--- src/rtl/bus_sram_target_pkg.sv ---
// Shared definitions for bus targets that front an asynchronous SRAM.
// Holds the default SRAM phase timing and the bus command bundle so other
// targets on the same request/ready bus can reuse them.
package bus_sram_target_pkg;

  // Extra wait cycles per SRAM phase on the reference board.
  localparam int SRAM_WAIT_CYCLES_DEFAULT = 1;
  // Largest supported WAIT_CYCLES value; sizes the phase counter.
  localparam int SRAM_WAIT_CYCLES_MAX     = 15;
  localparam int SRAM_WAIT_CNT_WIDTH      = $clog2(SRAM_WAIT_CYCLES_MAX + 1);

  // One bus command as presented by an initiator.
  typedef struct packed {
    logic        request;
    logic        rw;       // 1 = write, 0 = read
    logic [31:0] address;  // byte address
    logic [31:0] wdata;
  } bus_cmd_t;

endpackage

--- src/rtl/bus_sram_target.sv ---
// Purpose: bus target serving 32-bit words from a 16-bit async SRAM as two half-word phases.
// Latency: read 2*(WAIT_CYCLES+1)+1, write 2*(WAIT_CYCLES+2)+1 cycles from request to ready.
// Backpressure: initiator holds request until ready; ready is gated by request, one idle cycle between words.
module bus_sram_target
  import bus_sram_target_pkg::*;
#(
  parameter int ADDR_WIDTH  = 18,
  parameter int WAIT_CYCLES = SRAM_WAIT_CYCLES_DEFAULT
) (
  input  logic                  i_clock,
  input  logic                  i_reset,
  input  logic                  i_request,
  input  logic                  i_rw,
  input  logic [31:0]           i_address,
  input  logic [31:0]           i_wdata,
  output logic [31:0]           o_rdata,
  output logic                  o_ready,
  output logic [ADDR_WIDTH-1:0] o_sram_addr,
  output logic [15:0]           o_sram_d,
  input  logic [15:0]           i_sram_d,
  output logic                  o_sram_d_oe,
  output logic                  o_sram_ce_n,
  output logic                  o_sram_oe_n,
  output logic                  o_sram_we_n
);

  typedef enum logic [2:0] {
    IDLE,
    READ_LO,
    READ_HI,
    WRITE_LO,
    HOLD_LO,
    WRITE_HI,
    HOLD_HI,
    DONE
  } state_t;

  localparam logic [SRAM_WAIT_CNT_WIDTH-1:0] WAIT_LOAD = SRAM_WAIT_CNT_WIDTH'(WAIT_CYCLES);

  bus_cmd_t bus_cmd;

  state_t                        state_q, state_d;
  logic [SRAM_WAIT_CNT_WIDTH-1:0] cnt_q, cnt_d;
  logic [ADDR_WIDTH-1:0]         sram_addr_q, sram_addr_d;
  logic [15:0]                   sram_d_q, sram_d_d;
  logic [15:0]                   wdata_hi_q, wdata_hi_d;
  logic [31:0]                   rdata_q, rdata_d;
  logic                          ce_n_q, ce_n_d;
  logic                          oe_n_q, oe_n_d;
  logic                          we_n_q, we_n_d;
  logic                          d_oe_q, d_oe_d;
  logic                          phase_end;

  // Byte-lane bits and address bits beyond the SRAM are deliberately dropped.
  logic unused_addr_bits;
  assign unused_addr_bits = ^{bus_cmd.address[31:ADDR_WIDTH+1], bus_cmd.address[1:0]};

  assign bus_cmd   = '{request: i_request, rw: i_rw, address: i_address, wdata: i_wdata};
  assign phase_end = (cnt_q == '0);

  // Ready is a pure gate so it drops in the same cycle the initiator drops request.
  assign o_ready     = bus_cmd.request && (state_q == DONE);
  assign o_rdata     = rdata_q;
  assign o_sram_addr = sram_addr_q;
  assign o_sram_d    = sram_d_q;
  assign o_sram_d_oe = d_oe_q;
  assign o_sram_ce_n = ce_n_q;
  assign o_sram_oe_n = oe_n_q;
  assign o_sram_we_n = we_n_q;

  // State and all SRAM-facing outputs are registered; reset parks the SRAM deselected.
  always_ff @(posedge i_clock) begin
    if (!i_reset) begin
      state_q     <= IDLE;
      cnt_q       <= '0;
      sram_addr_q <= '0;
      sram_d_q    <= '0;
      wdata_hi_q  <= '0;
      rdata_q     <= '0;
      ce_n_q      <= 1'b1;
      oe_n_q      <= 1'b1;
      we_n_q      <= 1'b1;
      d_oe_q      <= 1'b0;
    end else begin
      state_q     <= state_d;
      cnt_q       <= cnt_d;
      sram_addr_q <= sram_addr_d;
      sram_d_q    <= sram_d_d;
      wdata_hi_q  <= wdata_hi_d;
      rdata_q     <= rdata_d;
      ce_n_q      <= ce_n_d;
      oe_n_q      <= oe_n_d;
      we_n_q      <= we_n_d;
      d_oe_q      <= d_oe_d;
    end
  end

  // Sequencing of the two half-word phases; every register holds unless a state moves it.
  always_comb begin
    state_d     = state_q;
    cnt_d       = cnt_q;
    sram_addr_d = sram_addr_q;
    sram_d_d    = sram_d_q;
    wdata_hi_d  = wdata_hi_q;
    rdata_d     = rdata_q;
    ce_n_d      = ce_n_q;
    oe_n_d      = oe_n_q;
    we_n_d      = we_n_q;
    d_oe_d      = d_oe_q;

    case (state_q)
      IDLE: begin
        if (bus_cmd.request) begin
          // Command is captured here only; the low half always goes first.
          sram_addr_d = {bus_cmd.address[ADDR_WIDTH:2], 1'b0};
          wdata_hi_d  = bus_cmd.wdata[31:16];
          ce_n_d      = 1'b0;
          cnt_d       = WAIT_LOAD;
          if (bus_cmd.rw) begin
            d_oe_d   = 1'b1;
            sram_d_d = bus_cmd.wdata[15:0];
            we_n_d   = 1'b0;
            state_d  = WRITE_LO;
          end else begin
            oe_n_d  = 1'b0;
            state_d = READ_LO;
          end
        end
      end

      READ_LO: begin
        if (phase_end) begin
          rdata_d[15:0]  = i_sram_d;
          sram_addr_d[0] = 1'b1;
          cnt_d          = WAIT_LOAD;
          state_d        = READ_HI;
        end else begin
          cnt_d = cnt_q - 1'b1;
        end
      end

      READ_HI: begin
        if (phase_end) begin
          rdata_d[31:16] = i_sram_d;
          ce_n_d         = 1'b1;
          oe_n_d         = 1'b1;
          state_d        = DONE;
        end else begin
          cnt_d = cnt_q - 1'b1;
        end
      end

      WRITE_LO: begin
        if (phase_end) begin
          // Release write enable while address and data stay put (hold time).
          we_n_d  = 1'b1;
          state_d = HOLD_LO;
        end else begin
          cnt_d = cnt_q - 1'b1;
        end
      end

      HOLD_LO: begin
        sram_addr_d[0] = 1'b1;
        sram_d_d       = wdata_hi_q;
        we_n_d         = 1'b0;
        cnt_d          = WAIT_LOAD;
        state_d        = WRITE_HI;
      end

      WRITE_HI: begin
        if (phase_end) begin
          we_n_d  = 1'b1;
          state_d = HOLD_HI;
        end else begin
          cnt_d = cnt_q - 1'b1;
        end
      end

      HOLD_HI: begin
        ce_n_d  = 1'b1;
        d_oe_d  = 1'b0;
        state_d = DONE;
      end

      DONE: begin
        // Leave only once the initiator has let go, guaranteeing an idle cycle.
        if (!bus_cmd.request) begin
          state_d = IDLE;
        end
      end

      default: begin
        state_d = IDLE;
      end
    endcase
  end

endmodule

--- config.mk ---
export PLATFORM = sky130hd
export DESIGN_NAME = bus_sram_target
export DESIGN_NICKNAME = d
export VERILOG_FILES = /design/src/rtl/bus_sram_target_pkg.sv /design/src/rtl/bus_sram_target.sv
export SDC_FILE = /design/constraint.sdc
export NUM_CORES = 1
export LEC_CHECK = 0
export CAP_MARGIN = 10
export CORE_ASPECT_RATIO = 0.5
export CORE_MARGIN = 2
export CORE_UTILIZATION = 46
export DETAILED_ROUTE_END_ITERATION = 16
export GPL_TIMING_DRIVEN = 0
export PLACE_DENSITY = 0.81
export SLEW_MARGIN = 25
export SYNTH_ARGS = -nofsm -noshare
export SYNTH_HDL_FRONTEND = slang
export SYNTH_SLANG_ARGS = --single-unit
--- constraint.sdc ---
create_clock -name i_clock -period 3.45 [get_ports i_clock]
set_input_delay 0.345 -clock i_clock [delete_from_list [all_inputs] [get_ports i_clock]]
set_output_delay 0.345 -clock i_clock [all_outputs]
set_load 0.05 [all_outputs]
======== Yosys cells after proc, flatten, opt, wreduce, memory -nomap -nowiden ========
Cells that the tools add are included.
word-level totals
  bits of input ports ..................... 84
  logic and storage cells ................. 82
  register bits after elaboration ......... 93
cells by class
  equal/unequal tests ..................... 17
  add/subtract/negate cells ............... 1
  reductions and logical operators ........ 23
  mux-type cells .......................... 29
operators by type and width
  operator                                                             count
  16-bit 2-to-1 mux                                                    2
  16-bit one-hot mux with 2 select lines                               1
  3-bit one-hot mux with 8 select lines                                1
  3-bit 2-to-1 mux                                                     6
  2-bit inequality test (second input constant)                        9
  4-bit one-hot mux with 4 select lines                                1
  3-bit AND reduction                                                  5
  3-bit == test (second input constant)                                4
  4-bit 2-to-1 mux                                                     3
  1-bit 2-to-1 mux                                                     9
  1-bit one-hot mux with 3 select lines                                3
  3-bit nonzero test                                                   3
  4-bit AND reduction                                                  2
  3-bit by 2-bit == test with 1-bit output (second input constant)     2
  2-bit AND reduction                                                  3
  6-bit AND reduction                                                  1
  2-bit nonzero test                                                   3
  4-bit logical NOT                                                    1
  1-bit one-hot mux with 2 select lines                                2
  4-bit nonzero test                                                   1
  4-bit by 1-bit subtractor with 4-bit output (second input constant)  1
  3-bit by 1-bit == test with 1-bit output (second input constant)     1
  3-bit logical NOT                                                    1
  3-bit OR reduction                                                   1
  other kinds (4)                                                      4

======== Logic depth before layout (Yosys ltp) ========
  depth after elaboration ................. 4
  mapped depth ............................ 9
  depth with buffers taken out ............ 7

======== Worst setup path before layout ========
No wires, ideal clock.
  path kind ............................... register to register
  start ................................... register cnt_q[0]
  end ..................................... register rdata_q[10] (netlist: o_rdata[10])
  arrival ................................. 1.691 ns
  library setup time ...................... 0.132 ns
  path buffers ............................ 3
  data required time ...................... 3.318 ns
  cell stages (with the launch flop) ...... 10
  path slack .............................. 1.626 ns
  cells stage by stage .................... dfxtp_1 -> inv_1 -> ha_1 -> or3b_1 -> buf_2 -> or3_1 -> buf_6 -> buf_6 -> nand2_1 -> a21oi_1
on the way
  word-level cells in the longest chain between the ends .. 2
RTL lines
  what                                  RTL line               RTL
  start, declared                       bus_sram_target.sv:43  logic [SRAM_WAIT_CNT_WIDTH-1:0] cnt_q, cnt_d;
  start signal, assigned                bus_sram_target.sv:86  cnt_q <= cnt_d;
  4-bit logical NOT                     bus_sram_target.sv:59  assign phase_end = (cnt_q == '0);
  2-bit AND reduction (no source line)  --
  end signal, assigned                  bus_sram_target.sv:90  rdata_q <= rdata_d;
  end, declared                         bus_sram_target.sv:47  logic [31:0] rdata_q, rdata_d;
Every way passes these cells.
A chain may end at the register's enable or synchronous reset.

======== Worst setup path after layout ========
  start ................................... register state_q[1]
  end ..................................... output o_ready
on the way
  word-level cells in the longest chain between the ends .. 2
RTL lines
  what                    RTL line               RTL
  start, declared         bus_sram_target.sv:42  state_t state_q, state_d;
  start signal, assigned  bus_sram_target.sv:85  state_q <= state_d;
  3-bit == test           bus_sram_target.sv:62  assign o_ready = bus_cmd.request && (state_q == DONE);
  1-bit logical AND       bus_sram_target.sv:62
  end, declared           bus_sram_target.sv:17  output logic o_ready,
Every way passes these cells.

==> run metrics <==
outcome finished clean; maximum vdd drop between 0.0003 and 0.0004 V; Max Clk Rate ~400 MHz; count of final hold-check violations 0; final setup violation count 0; worst-path maximum fanout 7; clk sink count slightly above 90; Synth area leaders dfxtp_1 (49%), nand2_1 (16%), a21oi_1 (7.1%), a21boi_0 (3.9%), a311oi_1 (3.7%); dpl hpwl about 7.6 mm; Initial Util between 40% and 50%; Total GRT Usage a little under a quarter; routed vias/inst between 5 and 6; area leader, netlist dfxtp_1; Final nets 719; Register Area about 0.0019 mm2; grt ovf 0; initial antenna violation count 0; max_cap viols 0; Setup Buffers After CTS 0; clock root cell clkbuf_16; antenna-violating nets left 0; global-route wire length before repair approximately 16 mm; Cell Chain, Critical Path ha_1 -> and3_1 -> clkdlybuf4s50_1; Starting DRT DRC Count between 200 and 250; CP required between 3 and 4 ns; number of CTS-inserted buffers 9; H-tree depth 3; EDFF count, synth 0; multi-input logic area approximately 0.0018 mm2; Clock Latency Late Sink between 0.3 and 0.4 ns; Max stage delay cell, worst path clkdlybuf4s50_1; Core Rows 23; global placer's final weighted congestion around 0.9; Clock Path Buffers 2; drt pass-1 iters 5; Core Area around 0.008 mm2; # fillers 682; Cell Area, Synth 0.00383 mm2; leakage slightly above 2 nW; total power around 4.6 mW; Min Hold Slack roughly 0.4 ns; Tightest Pin Transition about 0.55 ns; post-synthesis cell count around 480; critical path startpoint category register; commonest register cell after synthesis dfxtp_1; total wire length 10.3 mm; Pins Over Slew Limit 0; sequential area share after synthesis between 40% and 50%; worst hold path startpoint i_reset; # IOs between 150 and 200; cell area power density approximately 800 mW/mm2; number of port buffers 138; min-delay worst type in2reg; TritonCTS clock tree yes; Seq cells post-synth 93; most common cell after layout, fill and taps aside nand2_1; share of cells above drive strength 1 under 10%; Vias ~3800; average size of a mapped cell approximately 8.0 um2; critical path arrival about 2.1 ns; Final Skew 0.00494 ns; diodes inserted 0; pin count of the biggest net entering global routing 15; Chip Width between 100 and 150 um; Tcrit/Tclk final between 70% and 80%; full die area 0.00912 mm2; RSZ-0062 raised after global routing no; die height ~69 um; hold-fix buffers at CTS 0; WL per Instance ~14 um; critical path class reg2out; DRC 0; post-synth top area share 48.6%; asr flop ratio synth 0%; most frequent cells in the layout nand2_1 (159), clkdlybuf4s50_1 (138), dfxtp_1 (93); crit end category output port; Slew headroom 63.0%; Final Critical Period between 2 and 2.5 ns; syn_nets 570; RR Startpoint state_q[1]; vias in the first global route approximately 3300; Unique masters post-synth just over 40; Worst Setup SP state_q[1]; post-cts sizing count 0; Reg clk slew, reported paths around 0.060 ns; setup TNS 0 ns; Yosys warnings 0; Max stage delay on crit path roughly 0.81 ns; synthesis-to-layout area growth 47.0%
==> worst max-delay path: cells and delay by family, from the launching register on <==
kind          cells  cell delay (ns)
simple gates      1             0.22
buf+inv           1             0.81
fa+ha+maj         1             0.31
flops             1             0.44
==> flip-flops by register name (all words and copies together) (netlist names) <==
signal / count
o_sram_d_oe: 1
cnt_q: 4
o_sram_d: 16
o_sram_addr: 18
state_q: 3
o_sram_ce_n: 1
wdata_hi_q: 16
o_rdata: 32
o_sram_oe_n: 1
o_sram_we_n: 1
==> synth_stat cells, types with 2 or more instances <==
cell type and n:
nor2_1 22, nand2b_1 4, buf_6 2, or3_1 3
ha_1 8, a21oi_1 54, inv_1 7, o22ai_1 2
clkbuf_1 23, dfxtp_1 93, or2_1 2, nand2_1 159
nand3_1 16, and2_1 2, buf_2 8, buf_1 2
nor3b_1 2, a21boi_0 20, mux2i_1 5, o21ai_0 5
nor2b_1 3, a21boi_1 2, a311oi_1 16
==> cell families after synthesis <==
| group | count (synthesis) | synth area share (%) |
|---|---|---|
| mux | 5 | 1.31 |
| simple gates | 219 | 23.8 |
| flops | 93 | 48.6 |
| fa+ha+maj | 8 | 2.61 |
| compound gates | 111 | 18.9 |
| buf+inv | 42 | 4.77 |
==> final cells by class <==
cell class | instances | share of cell area, %
flip-flops and latches | 93 | 33.1
multi-input cells | 343 | 31.7
repair buffers | 138 | 24.5
clock buffers | 13 | 4.62
plain buffers | 35 | 2.78
well taps | 112 | 2.49
inverters | 7 | 0.467
clock inverters | 3 | 0.355
==> per-layer routing <==
metal | GRT usage (%) | up-vias | wire, um
li1 | - | 1902 | -
met1 | 28.9 | 1757 | 4730
met2 | 39.2 | 115 | 4860
met3 | 6.65 | 11 | 616
met4 | 6.85 | 0 | 101
met5 | 0 | - | 0
==> power breakdown <==
| group | switching, mW | internal (mW) | total (mW) | leakage (nW) |
|---|---|---|---|---|
| logic | 1.46 | 0.784 | 2.24 | 1.17 |
| clock network | 0.399 | 0.527 | 0.926 | 0.132 |
| registers | 0.145 | 1.33 | 1.47 | 0.760 |
| total | 2.00 | 2.64 | 4.64 | 2.06 |
==> path summary, 6_finish.rpt <==
check,slack [ns],endpoint,cells past startpoint
max,0.99,o_ready,3
min,0.41,o_rdata[14],2
max reg2reg,1.18,o_sram_addr[15],8
min reg2reg,0.45,o_sram_addr[10],2
==> stage by stage <==
stage | instances | cell area (um2) | setup WS [ns] | utilization, %
after floorplan | 478 | 3830 | 1.63 | -
after global placement | 728 | 5350 | 1.14 | 66.7
after detailed placement | 728 | 5350 | 1.16 | 66.7
after CTS | 744 | 5630 | 0.973 | 70.1
after global routing | 744 | 5630 | 0.850 | 70.1
final | 744 | 5630 | 0.992 | 70.1
Note: power is estimated with default switching activity, not from simulation.
